$ cat src/rtl/if_fetch_unit.sv
// Instruction-fetch stage: owns the PC, drives the instruction SRAM, and holds the
// decode instruction stable across stalls. A pending redirect keeps branch targets alive while the PC is frozen.
module if_fetch_unit #(
    parameter logic [31:0] RESET_PC   = 32'hBFBF_FFFC,
    parameter int          STALL_W    = 6,
    parameter int          BR_W       = 33,
    parameter int          IF_TO_ID_W = 33
) (
    input  logic                  clk,
    input  logic                  rst,
    input  logic [STALL_W-1:0]    stall,
    input  logic [BR_W-1:0]       br_bus,
    output logic                  inst_sram_en,
    output logic [3:0]            inst_sram_wen,
    output logic [31:0]           inst_sram_addr,
    output logic [31:0]           inst_sram_wdata,
    input  logic [31:0]           inst_sram_rdata,
    output logic [IF_TO_ID_W-1:0] if_to_id_bus,
    output logic [31:0]           id_inst
);

    logic        br_e;
    logic [31:0] br_addr;
    logic        pc_stop;
    logic        id_stop;

    logic [31:0] pc_reg;
    logic [31:0] pc_next;
    logic        ce_reg;
    logic        br_pend_reg;
    logic [31:0] br_pend_addr_reg;
    logic        hold_valid_reg;
    logic [31:0] hold_inst_reg;

    assign br_e    = br_bus[BR_W-1];
    assign br_addr = br_bus[31:0];
    assign pc_stop = stall[0];
    assign id_stop = stall[2];

    // Stage bits not consumed by fetch are folded away here.
    logic unused_stall;
    assign unused_stall = ^{stall[STALL_W-1:3], stall[1]};

    // A live branch beats a parked one; the parked one beats sequential fetch.
    always_comb begin
        pc_next = pc_reg + 32'd4;
        if (br_e) begin
            pc_next = br_addr;
        end else if (br_pend_reg) begin
            pc_next = br_pend_addr_reg;
        end
    end

    always_ff @(posedge clk or negedge rst) begin
        if (!rst) begin
            pc_reg           <= RESET_PC;
            ce_reg           <= 1'b0;
            br_pend_reg      <= 1'b0;
            br_pend_addr_reg <= 32'd0;
        end else if (!pc_stop) begin
            pc_reg      <= pc_next;
            ce_reg      <= 1'b1;
            br_pend_reg <= 1'b0;
        end else if (br_e) begin
            br_pend_reg      <= 1'b1;
            br_pend_addr_reg <= br_addr;
        end
    end

    // Capture the word decode sees on the first stalled edge and keep it until release.
    always_ff @(posedge clk or negedge rst) begin
        if (!rst) begin
            hold_valid_reg <= 1'b0;
            hold_inst_reg  <= 32'd0;
        end else if (id_stop) begin
            if (!hold_valid_reg) begin
                hold_valid_reg <= 1'b1;
                hold_inst_reg  <= inst_sram_rdata;
            end
        end else begin
            hold_valid_reg <= 1'b0;
        end
    end

    assign inst_sram_en    = ce_reg;
    assign inst_sram_wen   = 4'b0000;
    assign inst_sram_addr  = pc_reg;
    assign inst_sram_wdata = 32'd0;

    // The PC field reads as zero until the first real fetch so the bus is all-zero out of reset.
    assign if_to_id_bus = {ce_reg, (ce_reg ? pc_reg : 32'd0)};
    assign id_inst      = hold_valid_reg ? hold_inst_reg : inst_sram_rdata;

endmodule

$ cat config.mk
export PLATFORM = sky130hd
export DESIGN_NAME = if_fetch_unit
export DESIGN_NICKNAME = d
export VERILOG_FILES = /design/src/rtl/if_fetch_unit.sv
export SDC_FILE = /design/constraint.sdc
export NUM_CORES = 1
export LEC_CHECK = 0
export CAP_MARGIN = 15
export CORE_UTILIZATION = 40
export DETAILED_ROUTE_END_ITERATION = 8
export PLACE_DENSITY = 0.72
export RECOVER_POWER = 25
export SETUP_SLACK_MARGIN = 0.1
export SLEW_MARGIN = 10
export SYNTH_ARGS = -nofsm -noshare
export SYNTH_HDL_FRONTEND = slang
export SYNTH_SLANG_ARGS = --single-unit
$ cat constraint.sdc
create_clock -name clk -period 1.88 [get_ports clk]
set_input_delay 0.188 -clock clk [delete_from_list [all_inputs] [get_ports clk]]
set_output_delay 0.188 -clock clk [all_outputs]
set_load 0.01 [all_outputs]
==> results.toml, run 1 <==
[logic_synthesis]
synth_ff_type = "dfrtp_1"
synth-edff-count = 0
syn_area_per_cell_sq_um = 10.8
syn_area_sq_um = 5640
synth_top_area_cell = "dfrtp_1"
synth_cells = 524
ys_ff_latch = 99
yosysTopAreaCellShare_pct = 31.5
seq_area_frac_synth_pct = 44.6
ys_warn_count = 0
async_flop_share_pct = 100
ys_types = 61
synth_area_leaders = "dfrtp_1 32%, dfstp_2 13%, mux2_1 13%"

[routing]
met1Wirelength_microns = 6460
routed_via_density = 5.37
drc = 0
dr.max_layer_used = "met4"
route.met3.wl_microns = 1220
routed_wirelength_microns = 16200
ant_nets = 0
drt_iter0_drc = 266
wl_per_cell_microns = 17.6
dr.pass1.iters = 7
via_count = 4966
met2WireLength_microns = 8410

[power]
p_seq_share_pct = 42.6
power.density_nw_per_um2 = 790
ir_drop_mv = 0.521
fin_total_pwr_w = 0.00655
switchingPower_w = 0.00195
p_int_w = 0.00459
p_clk_share_pct = 25.6
power_leakage_nw = 3.77
combPwrFrac_pct = 31.7
power.share.switching_pct = 29.9

[floorplanning]
dieArea_sq_um = 14600
core_area_sq_um = 13800
ios = 207
initial_core_util_pct = 40.8
chipWidth_microns = 121
rows = 43
die_h_microns = 121

[critical_path]
cp.required_ns = 2.16
cp-end-kind = "register"
reg2reg_slack_ns = 0.001
cp_cell_sequence = "ha_4 > nand4_1 > buf_6 > nor4_4 > nand3_2 > o41a_1 > o21ai_1"
worstPathArrival_ns = 2.16
crit_type = "register to register"
critPathLaunchType = "register"
critical_path.max_stage_delay_ns = 0.56
cpMaxStageDelayCell = "dfstp_2"
crit_fanout = 3

[sta]
post-route-worst-setup-slack_ns = 0.00133
timing.fmax_mhz = 532
setup_viol = 0
fin_worst_skew_ns = 0.00275
tns_ns = 0
rsz0062_at_grt = "yes"
fin_crit_ns = 1.88
slew_viol_final = 0
hold_viol_final = 0
slew_headroom_pct = 23.9
worst_slew_pin_slew_ns = 1.14
period_share_pct = 99.9
fin_hold_ws_ns = 0.218

[placed_design]
dp_hpwl_microns = 11000
gp_congestion = 0.811
dp_slack_ns = -0.128
port_buffers = 166

[cts]
clk_pin_slew_ns = 0.06
cts-root-buf = "clkbuf_16"
cts_buffers = 9
clk_path_buf_depth = 2
cts_tree = "done"
clock_sinks = 99
htreeDepth = 3
clock_latency_ns = 0.35

[worst_hold_path]
min_path_type = "input port to register"

[grt]
antenna_found_initial = 0
grt.total_usage_pct = 22.3
grt_max_degree = 43
grt-ovfl-total = 0
first_global_vias = 4894
grt_pass1_wl_microns = 25200

[cells_and_area]
final_common_cell = "clkdlybuf4s50_1"
final.fill_count = 1151
regArea_sq_um = 2510
drive_above_1_share_pct = 29.8
nets = 815
layout_common_cells = "85 x clkdlybuf4s50_1, 69 x dfrtp_1, 56 x buf_4"
n_antenna_cell = 0
syn_to_final_growth_pct = 47.1
multi_input_area_sq_um = 2950

[job]
cap_viol_max_count = 0

[run_status]
status = "complete, no violations"
-- path summary, 6_finish.rpt --
| check | start | endpoint | cells after the start |
|---|---|---|---|
| hold / removal | stall[0] | inst_sram_addr[0] | 2 |
| max in group asynchronous | rst | inst_sram_addr[7] | 3 |
| setup / recovery | inst_sram_addr[2] | inst_sram_addr[28] | 7 |
| setup reg to reg | inst_sram_addr[2] | inst_sram_addr[28] | 7 |
| min in group asynchronous | rst | br_pend_addr_reg[23] | 2 |
| hold reg to reg | br_pend_addr_reg[27] | br_pend_addr_reg[27] | 1 |
-- what timing repair did --
action,in CTS,in global routing
endpoints found under the setup margin,83,57
endpoints found under the hold margin,21,0
gates resized for setup,173,44
pin swaps,7,21
buffers inserted,23,11
cloned,1,1
hold buffers,1,0
-- power by group through the flow --
stage | clock (W) | combinational [W] | sequential, W
global placement | 0 | 0.00202 | 0.00280
floorplan | 0 | 0.000939 | 0.00285
global route | 0.00181 | 0.00225 | 0.00284
detailed placement | 0 | 0.00207 | 0.00283
CTS | 0.00172 | 0.00208 | 0.00278
finish | 0.00168 | 0.00208 | 0.00279
-- cells by family after synthesis --
group,count (synthesis),synth area share (%)
buf+inv,84,8.64
flops,99,44.6
compound gates,122,14.4
simple gates,119,12.6
mux,97,19.4
fa+ha+maj,1,0.222
other cells,1,0.0665
xor+xnor,1,0.155
-- synth_stat cells (all sizes together), types with 4 or more instances --
master	n
nand2	17
buf	50
o31a	8
nor3	7
a21oi	18
inv	11
mux2	96
a31oi	6
clkbuf	23
nand3	10
and2	33
a222oi	4
o21ai	37
o22ai	7
dfrtp	71
nand4	8
a221oi	4
nor2	25
a22oi	19
dfstp	28
a22o	5
-- layout make-up --
cell class	instances	share of cell area, %
Multi-Input combinational cell	376	35.6
Sequential cell	99	30.3
Timing Repair Buffer	244	27.7
Clock buffer	12	2.97
Tap cell	180	2.72
Inverter	11	0.498
Clock inverter	3	0.181
-- layer usage --
layer | track usage, % | vias up
met4 | 6.48 | 0
met5 | 0 | -
met2 | 40.2 | 205
li1 | - | 2273
met1 | 26.7 | 2476
met3 | 4.76 | 12
-- metrics by stage --
stage,cell area (sq um),instances,util [%]
6_report,8290,925,59.9
5_1_grt,8290,925,59.9
4_1_cts,8150,914,58.9
3_5_place_dp,7670,874,55.5
3_3_place_gp,7670,874,55.5
2_1_floorplan,5800,559,-
-- worst max-delay path: cells and delay by family (launching register included) --
family                   cells  cell delay (ns)
AND/OR/NAND/NOR              3             0.47
adder cells (fa/ha/maj)      1             0.14
buffers and inverters        1             0.15
AO/OA/AOI/OAI                2             0.48
flip-flops                   1             0.56
Note: power is estimated with default switching activity, not from simulation.
==> run 2, diff against run 1 <==
- HOLD_SLACK_MARGIN: unset -> 0.03
==> results of run 2 <==
Same layout as run 1: the final DEF is identical, and so are final timing and power.
==> run 3, diff against run 2 <==
- CTS_BUF_LIST: unset -> sky130_fd_sc_hd__clkbuf_2 sky130_fd_sc_hd__clkbuf_4 sky130_fd_sc_hd__clkbuf_8
- PLACE_DENSITY: 0.72 -> 0.69
- clock period: 1.88 -> 2.3 ns (I/O delays scaled with it)
==> results.toml, run 3 (same netlist as run 1, synthesis figures left out) <==
[floorplanning]
chipWidth_microns = 121
die_h_microns = 121
ios = 207
dieArea_sq_um = 14600
initial_core_util_pct = 40.8
rows = 43
core_area_sq_um = 13800

[critical_path]
reg2reg_depth = 5
critPathLaunchType = "register"
crit_type = "register to output port"
critical_path.max_stage_delay_ns = 0.49
cp-end-kind = "output port"
crit_fanout = 31
worstPathArrival_ns = 1.89
cpMaxStageDelayCell = "clkdlybuf4s50_1"
cp.required_ns = 2.07
cp_cell_sequence = "buf_12 > mux2_1 > clkdlybuf4s50_1"

[cts]
cts_buffers = 9
clock_sinks = 99
cts_tree = "done"
cts-root-buf = "clkbuf_8"
htreeDepth = 3
clk_path_buf_depth = 2
clk_pin_slew_ns = 0.09
clock_latency_ns = 0.38

[sta]
post-route-worst-setup-slack_ns = 0.185
setup_viol = 0
worst_slew_pin_slew_ns = 0.910
rsz0062_at_grt = "no"
slew_headroom_pct = 39.3
fin_worst_skew_ns = 0.0101
timing.fmax_mhz = 473
fin_hold_ws_ns = 0.285
hold_viol_final = 0
period_share_pct = 92.0
fin_crit_ns = 2.12
slew_viol_final = 0
tns_ns = 0

[routing]
drt_iter0_drc = 247
drc = 0
ant_nets = 0
dr.pass1.iters = 5
routed_wirelength_microns = 14800
wl_per_cell_microns = 17.0
routed_via_density = 5.27
via_count = 4604

[cells_and_area]
drive_above_1_share_pct = 16.9
layout_common_cells = "164 x clkdlybuf4s50_1, 71 x dfrtp_1, 64 x mux2_1"
syn_to_final_growth_pct = 36.0
stdcell_area_sq_um = 7660
final.fill_count = 1177
n_antenna_cell = 0
final_common_cell = "clkdlybuf4s50_1"
nets = 762

[worst_hold_path]
hold_depth = 3
min_path_type = "input port to register"

[grt]
grt-ovfl-total = 0
grt_pass1_wl_microns = 23600
grt.total_usage_pct = 20.8
first_global_vias = 4603
grt_max_degree = 68
antenna_found_initial = 0

[power]
power.density_nw_per_um2 = 666
ir_drop_mv = 0.356
power_leakage_nw = 3.07

[placed_design]
dp_hpwl_microns = 10700
port_buffers = 166
dp_slack_ns = 0.0985
gp_congestion = 0.846
postPlaceCellArea_sq_um = 7410

[run_status]
status = "complete, no violations"

[job]
cap_viol_max_count = 0
## run 3: layout make-up
type                            count  area, sq um  area share (%)
Sequential cell                    99         2510            32.8
Tap cell                          180          225            2.94
Clock inverter                      7         92.6            1.21
Multi-Input combinational cell    376         2790            36.3
Timing Repair Buffer              191         1880            24.6
Clock buffer                        9          124            1.62
Inverter                           11         41.3           0.539
## run 3: final timing paths
check	from	endpoint	slack, ns
worst min register to register	br_pend_addr_reg[27]	br_pend_addr_reg[27]	0.50
worst max-delay path	hold_valid_reg	id_inst[7]	0.18
max in group asynchronous	rst	inst_sram_addr[23]	0.91
min in group asynchronous	rst	br_pend_addr_reg[2]	0.50
worst max register to register	inst_sram_addr[18]	inst_sram_addr[27]	0.21
worst min-delay path	stall[0]	inst_sram_addr[3]	0.28
## run 3: power by group
group / switching, W / internal, W
clock network: 0.000627 / 0.000608
logic: 0.000647 / 0.000899
registers: 0.000242 / 0.00208
total: 0.00152 / 0.00359
## run 3: through the flow
| step | util (%) | power (W) | cells |
|---|---|---|---|
| 2_1_floorplan | - | 0.00309 | 559 |
| 6_report | 55.4 | 0.00510 | 873 |
| 4_1_cts | 55.3 | 0.00516 | 872 |
| 3_5_place_dp | 53.6 | 0.00391 | 855 |
| 5_1_grt | 55.4 | 0.00539 | 873 |
| 3_3_place_gp | 53.6 | 0.00385 | 855 |
## run 3: critical path, delay by kind of cell (launching register included)
family   cells  cell delay, ns
buf+inv      2            0.70
flops        1            0.41
mux          1            0.38
## run 3: timing repair
item | in CTS | in global routing
hold endpoints to repair | 21 | 0
gates resized for setup | 1 | 2
pin swaps | 0 | 2
endpoints found under the setup margin | 1 | 4
cloned | 0 | 0
hold buffers | 1 | 0
setup buffers | 0 | 1
## run 3: routing by layer
metal	part of all wire [%]	vias up	track usage (%)	wire, microns
li1	-	2158	-	-
met1	42	2261	25.7	6220
met2	49	174	35.5	7230
met3	8.1	11	5.00	1210
met4	1.2	0	7.25	182
met5	0	-	0	0
